$ cat config.mk
export PLATFORM = sky130hd
export DESIGN_NAME = alu_result_buffer
export DESIGN_NICKNAME = d
export VERILOG_FILES = /design/src/rtl/alu_result_buffer.sv
export SDC_FILE = /design/constraint.sdc
export NUM_CORES = 1
export LEC_CHECK = 0
export BUFFER_PORTS_ARGS = -buffer_cell sky130_fd_sc_hd__buf_2
export CORE_MARGIN = 5
export CORE_UTILIZATION = 56
export DETAILED_ROUTE_END_ITERATION = 7
export GPL_TIMING_DRIVEN = 0
export HOLD_SLACK_MARGIN = 0.12
export MAX_ROUTING_LAYER = met4
export PLACE_DENSITY = 0.81
export SLEW_MARGIN = 20
export SYNTH_ARGS = -nofsm -noshare
export SYNTH_HDL_FRONTEND = slang
export SYNTH_SLANG_ARGS = --single-unit
$ cat constraint.sdc
create_clock -name clk_i -period 10.78 [get_ports clk_i]
set_input_delay 1.078 -clock clk_i [delete_from_list [all_inputs] [get_ports clk_i]]
set_output_delay 1.078 -clock clk_i [all_outputs]
set_load 0.005 [all_outputs]
$ cat src/rtl/alu_result_buffer.sv
// In-order result FIFO between the ALU and the integer writeback port.
// Registered-only ready/valid so writeback stalls never reach ALU issue combinationally.
module alu_result_buffer #(
    parameter int XLEN          = 64,
    parameter int TRANS_ID_BITS = 3,
    parameter int DEPTH         = 2
) (
    input  logic                     clk_i,
    input  logic                     rst_i,
    input  logic                     flush_i,
    input  logic                     alu_valid_i,
    input  logic [TRANS_ID_BITS-1:0] alu_trans_id_i,
    input  logic [XLEN-1:0]          alu_result_i,
    output logic                     alu_ready_o,
    output logic                     wb_valid_o,
    output logic [TRANS_ID_BITS-1:0] wb_trans_id_o,
    output logic [XLEN-1:0]          wb_result_o,
    input  logic                     wb_ready_i,
    output logic [$clog2(DEPTH):0]   count_o
);

    localparam int PTR_W = $clog2(DEPTH);
    localparam int CNT_W = PTR_W + 1;
    localparam logic [CNT_W-1:0] DEPTH_C = CNT_W'(DEPTH);

    logic [TRANS_ID_BITS-1:0] id_mem_q  [DEPTH];
    logic [XLEN-1:0]          res_mem_q [DEPTH];

    logic [PTR_W-1:0] rd_ptr_q, rd_ptr_d;
    logic [PTR_W-1:0] wr_ptr_q, wr_ptr_d;
    logic [CNT_W-1:0] count_q, count_d;

    logic push;
    logic pop;
    logic empty;

    assign empty       = (count_q == '0);
    assign alu_ready_o = (count_q < DEPTH_C);
    assign wb_valid_o  = !empty;
    assign count_o     = count_q;

    // A flush cycle drops both sides of the handshake, not just the stored entries.
    assign push = alu_valid_i && alu_ready_o && !flush_i;
    assign pop  = wb_valid_o && wb_ready_i && !flush_i;

    always_comb begin
        wb_trans_id_o = '0;
        wb_result_o   = '0;
        if (!empty) begin
            wb_trans_id_o = id_mem_q[rd_ptr_q];
            wb_result_o   = res_mem_q[rd_ptr_q];
        end
    end

    always_comb begin
        rd_ptr_d = rd_ptr_q;
        wr_ptr_d = wr_ptr_q;
        count_d  = count_q;
        if (flush_i) begin
            rd_ptr_d = '0;
            wr_ptr_d = '0;
            count_d  = '0;
        end else begin
            if (push) wr_ptr_d = wr_ptr_q + PTR_W'(1);
            if (pop)  rd_ptr_d = rd_ptr_q + PTR_W'(1);
            unique case ({push, pop})
                2'b10:   count_d = count_q + CNT_W'(1);
                2'b01:   count_d = count_q - CNT_W'(1);
                default: count_d = count_q;
            endcase
        end
    end

    always_ff @(posedge clk_i) begin
        if (rst_i) begin
            rd_ptr_q <= '0;
            wr_ptr_q <= '0;
            count_q  <= '0;
        end else begin
            rd_ptr_q <= rd_ptr_d;
            wr_ptr_q <= wr_ptr_d;
            count_q  <= count_d;
        end
    end

    // Storage is never cleared; empty entries are masked at the outputs instead.
    always_ff @(posedge clk_i) begin
        if (push) begin
            id_mem_q[wr_ptr_q]  <= alu_trans_id_i;
            res_mem_q[wr_ptr_q] <= alu_result_i;
        end
    end

`ifndef SYNTHESIS
    localparam bit DEPTH_OK = (DEPTH >= 2) && ((DEPTH & (DEPTH - 1)) == 0);

    a_depth_pow2: assert property (@(posedge clk_i) DEPTH_OK);

    a_count_max: assert property (@(posedge clk_i) disable iff (rst_i)
        count_q <= DEPTH_C);

    a_no_pop_empty: assert property (@(posedge clk_i) disable iff (rst_i)
        pop |-> (count_q != '0));

    a_stall_stable: assert property (@(posedge clk_i)
        (!rst_i && !flush_i && wb_valid_o && !wb_ready_i)
        |=> ($stable(wb_trans_id_o) && $stable(wb_result_o) && wb_valid_o));
`endif

endmodule
### Yosys cells after proc, flatten, opt, wreduce, memory -nomap -nowiden

Memory sizes are Yosys's and may differ from the RTL's. A register that Yosys moved wholly into a read port is not among the register bits.
Cells that the tools add are included.

| word-level totals | value |
|---|---|
| logic and storage cells | 30 |
| input bits | 72 |
| memories kept | 2 |
| RAM bits | 134 |
| output and inout port bits | 71 |
| flip-flop bits (word level) | 4 |

| cells by class | value |
|---|---|
| reduce and logical (&&, ||, !) cells | 9 |
| eq/ne operators | 2 |
| add/subtract/negate cells | 4 |
| muxes and demuxes | 9 |
| $lt $le $gt $ge | 1 |

Memories:

| name | words | bits a word | read ports | clocked after memory_dff | write ports | line | RTL |
|---|---|---|---|---|---|---|---|
| res_mem_q | 2 | 64 | 1 | 1 | 1 | 27 | `logic [XLEN-1:0] res_mem_q [DEPTH];` |
| id_mem_q | 2 | 3 | 1 | 1 | 1 | 26 | `logic [TRANS_ID_BITS-1:0] id_mem_q [DEPTH];` |

Operator list:

| cell | number |
|---|---|
| $mux W64 | 1 |
| $mux W1 | 6 |
| $logic_and A1 B1 Y1 | 4 |
| $pmux W2 S2 | 1 |
| $mux W3 | 1 |
| $add A1 B1 Y1 const B | 2 |
| $add A2 B1 Y2 const B | 1 |
| $eq A2 B1 Y1 const B | 1 |
| $eq A2 B2 Y1 const B | 1 |
| $logic_not A1 Y1 | 2 |
| $logic_not A2 Y1 | 1 |
| $lt A2 B2 Y1 const B | 1 |
| $reduce_bool A2 Y1 | 1 |
| $reduce_or A2 Y1 | 1 |
| $sub A2 B1 Y2 const B | 1 |

### Depth between registers and ports, before layout

| logic depth | value |
|---|---|
| word-level depth | 6 |
| mapped depth | 6 |
| mapped depth without buffers | 6 |

### Worst setup path before layout

No wires, ideal clock.

| timing | value |
|---|---|
| path type | input to register |
| start point | in alu_valid_i |
| end point | mem id_mem_q[0][0], enable pin |
| buffers on the path | 0 |
| path slack | 6,116 ps |
| arrival | 4,172 ps |
| data required time | 10,288 ps |
| stages on the path | 3 |
| setup time | 492 ps |
| path through | nor2b_1 -> nand2b_1 -> nor2_1 |

| on the way | value |
|---|---|
| word-level cells in the longest chain between the ends | 4 |

Ends and longest elaborated chain:

| what | line | RTL |
|---|---|---|
| from (decl) | 11 | `input logic alu_valid_i,` |
| $logic_and A1 B1 Y1 (2 in series) | 43 | `assign push = alu_valid_i && alu_ready_o && !flush_i;` |
| $mux W1 | 88 | `if (push) begin` |
| $mux W1 (implied by the code) | 89 | `id_mem_q[wr_ptr_q] <= alu_trans_id_i;` |
| to (decl) | 26 |  |

No other way between the ends.

### Worst setup path in the final report

| timing | value |
|---|---|
| start point | reg count_q[1] (netlist: count_o[1]) |
| end point | out wb_result_o[23] |

| on the way | value |
|---|---|
| word-level cells in the longest chain between the ends | 2 |

Ends and longest elaborated chain:

| what | line | RTL |
|---|---|---|
| from (decl) | 31 | `logic [CNT_W-1:0] count_q, count_d;` |
| from (signal assigned) | 82 | `count_q <= count_d;` |
| $logic_not A2 Y1 | 37 | `assign empty = (count_q == '0);` |
| $mux W64 | 49 | `if (!empty) begin` |
| to (decl) | 17 | `output logic [XLEN-1:0] wb_result_o,` |

No other way between the ends.

==> qor.txt <==
dpl cells = 567
layout cells sized above 1 = 0.387
fin area = 6770 µm²
dpl ws = 7.96 ns
setup violators final = 0
mean number of vias per cell = 5.07
multi-input logic area = 1060 µm²
critical path class = register to output port
Initial Utilization = 0.571
Final Max Tran Viols = 0
HPWL after DPL = 7.02 mm
clk slew on worst S/H paths = 0.06 ns
min setup slack post-route = 7.62 ns
syn_nets = 383
DR iter-0 viols = 145
Critical-path top delay cell = nor2_1
CP most frequent cell = buf_2
row count = 35
WP data required = 9.70 ns
CTS sink count = 139
syn avg cell area = 17.0 µm²
MaxCap Viol Count = 0
via count = 3044
gpl congestion = 0.740
CP startpoint kind = register
Worst-Skew Late Latency = 0.49 ns
Area Overhead vs Synth = 28.9%
Leak = 2.56 nW
DRC viols = 0
Slew headroom = 0.466
global-route wire length before repair = 16.0 mm
commonest non-fill, non-tap cells in the layout = buf_2 (148), edfxtp_1 (134), nor2_1 (69), mux2i_1 (67), clkbuf_16 (16)
die extent in x = 107 µm
vias in the first global route = 3275
clk root buf = clkbuf_8
Mapped Area = 5260 µm²
sequential cell area = 4120 µm²
Yosys warnings = 0
CTS Buf Count = 17
IO buf count = 142
Post-layout nets = 548
CP arrival = 2.08 ns
gr usage total = 0.190
die area = 11400 µm²
routed length per placed instance = 17.0 µm
clock skew = 0.00649 ns
Longest Clk Path Bufs = 2
RSZ-0062 raised after global routing = no
Buf/Inv on CP = 3
Hold WC Path Type = register to register
H-tree depth = 4
VDD IR max = 121 µV
setup TNS = 0 ns
crit path max fanout = 10
Largest stage delay, worst path = 0.43 ns
Detailed Route WL = 10.2 mm
final period utilization = 0.293
I/O pin total = 143
Tmin final = 3.16 ns
post-route insts no fill = 600
run status = finished clean
hold buffer count at cts = 0
total setup buffers inserted after CTS = 0
initial antenna violation count = 1
fmax = 316 MHz
CP top delay family = buffers and inverters
Mapped Cells = 310
Critical Path Sink Type = output port
Seq/Total Area, Yosys = 0.785
commonest non-fill, non-tap cell in the layout = buf_2
Layout fillers = 609
CTS tree = yes
Die Height = 107 µm
synth unique cells = 17
Synth Register Bits = 139
antenna viol nets, final = 0
gr ovfl total = 0
Post-DP Area = 6210 µm²
first-pass iteration count of the detailed router = 4
crit path cell chain = nor2_1 > buf_2 > buf_2 > nor2_1 > buf_2
core area = 9200 µm²
largest net degree at the start of global routing = 27
Final Hold Fails = 0
CTS resizes = 0
pwr/cell area = 178 nW/µm²
worst slew pin tran = 0.799 ns
==> worst min-delay path: stages (launching register included) <==
cell and delay [ns]:
dfxtp_1 0.32, xor2_1 0.08, nor3_1 0.12
==> per-stage QoR <==
step,utilization,power [mW],hold slack [ns]
floorplan,-,0.651,0.520
global placement,0.664,0.680,0.530
detailed placement,0.676,0.685,0.554
CTS,0.736,1.22,0.575
global route,0.736,1.25,0.604
finish,0.736,1.21,0.561
==> registers in the layout (all words and copies together), names as in the netlist, named ones only <==
name and count:
wr_ptr_q 1, id_mem_q 6, count_o 2, res_mem_q 128, rd_ptr_q 1
==> Yosys cell counts (all sizes together) <==
| master | number | area, µm² |
|---|---|---|
| nor2 | 71 | 267 |
| a211oi | 1 | 7.51 |
| nor2b | 1 | 6.26 |
| edfxtp | 134 | 4020 |
| ha | 1 | 12.5 |
| nor3 | 4 | 20.0 |
| buf | 10 | 60.1 |
| clkbuf | 5 | 18.8 |
| inv | 3 | 11.3 |
| nand2b | 1 | 6.26 |
| o21ai | 2 | 10.0 |
| dfxtp | 5 | 100 |
| or3 | 1 | 6.26 |
| mux2i | 67 | 671 |
| xor2 | 2 | 17.5 |
| xnor2 | 2 | 17.5 |
==> cells by family after synthesis <==
| kind of cell | count (synthesis) | synth area share |
|---|---|---|
| mux | 67 | 0.128 |
| xor+xnor | 4 | 0.00667 |
| compound gates | 3 | 0.00333 |
| fa+ha+maj | 1 | 0.00238 |
| simple gates | 78 | 0.0581 |
| flops | 139 | 0.785 |
| buf+inv | 18 | 0.0171 |
==> power by group <==
group          total, mW  leakage (nW)  internal [mW]  switching, mW
registers          0.615          1.27          0.610        0.00425
clock network      0.535         0.261          0.311          0.224
logic             0.0587          1.03         0.0261         0.0326
total               1.21          2.56          0.947          0.261
==> cell type report <==
cell class,count,share of cell area
diodes,1,0.000369
plain buffers,15,0.0116
clock buffers,18,0.0617
clock inverters,14,0.0203
inverters,3,0.00166
multi-input cells,153,0.156
flip-flops and latches,139,0.609
well taps,111,0.0205
repair buffers,146,0.119
==> final timing paths <==
kind	slack [ns]	start	endpoint	depth (start not counted)
max	7.62	count_o[1]	wb_result_o[23]	5
min	0.56	rd_ptr_q	rd_ptr_q	2
max reg2reg	8.75	count_o[1]	res_mem_q[1][33]	4
min reg2reg	0.56	rd_ptr_q	rd_ptr_q	2
==> metal layers <==
layer	vias to the layer above	GRT usage	wire length, µm
li1	1488	-	-
met4	0	0.0712	125
met3	11	0.0464	593
met2	90	0.317	5390
met5	-	-	0
met1	1455	0.224	4080
Note: power is estimated with default switching activity, not from simulation.
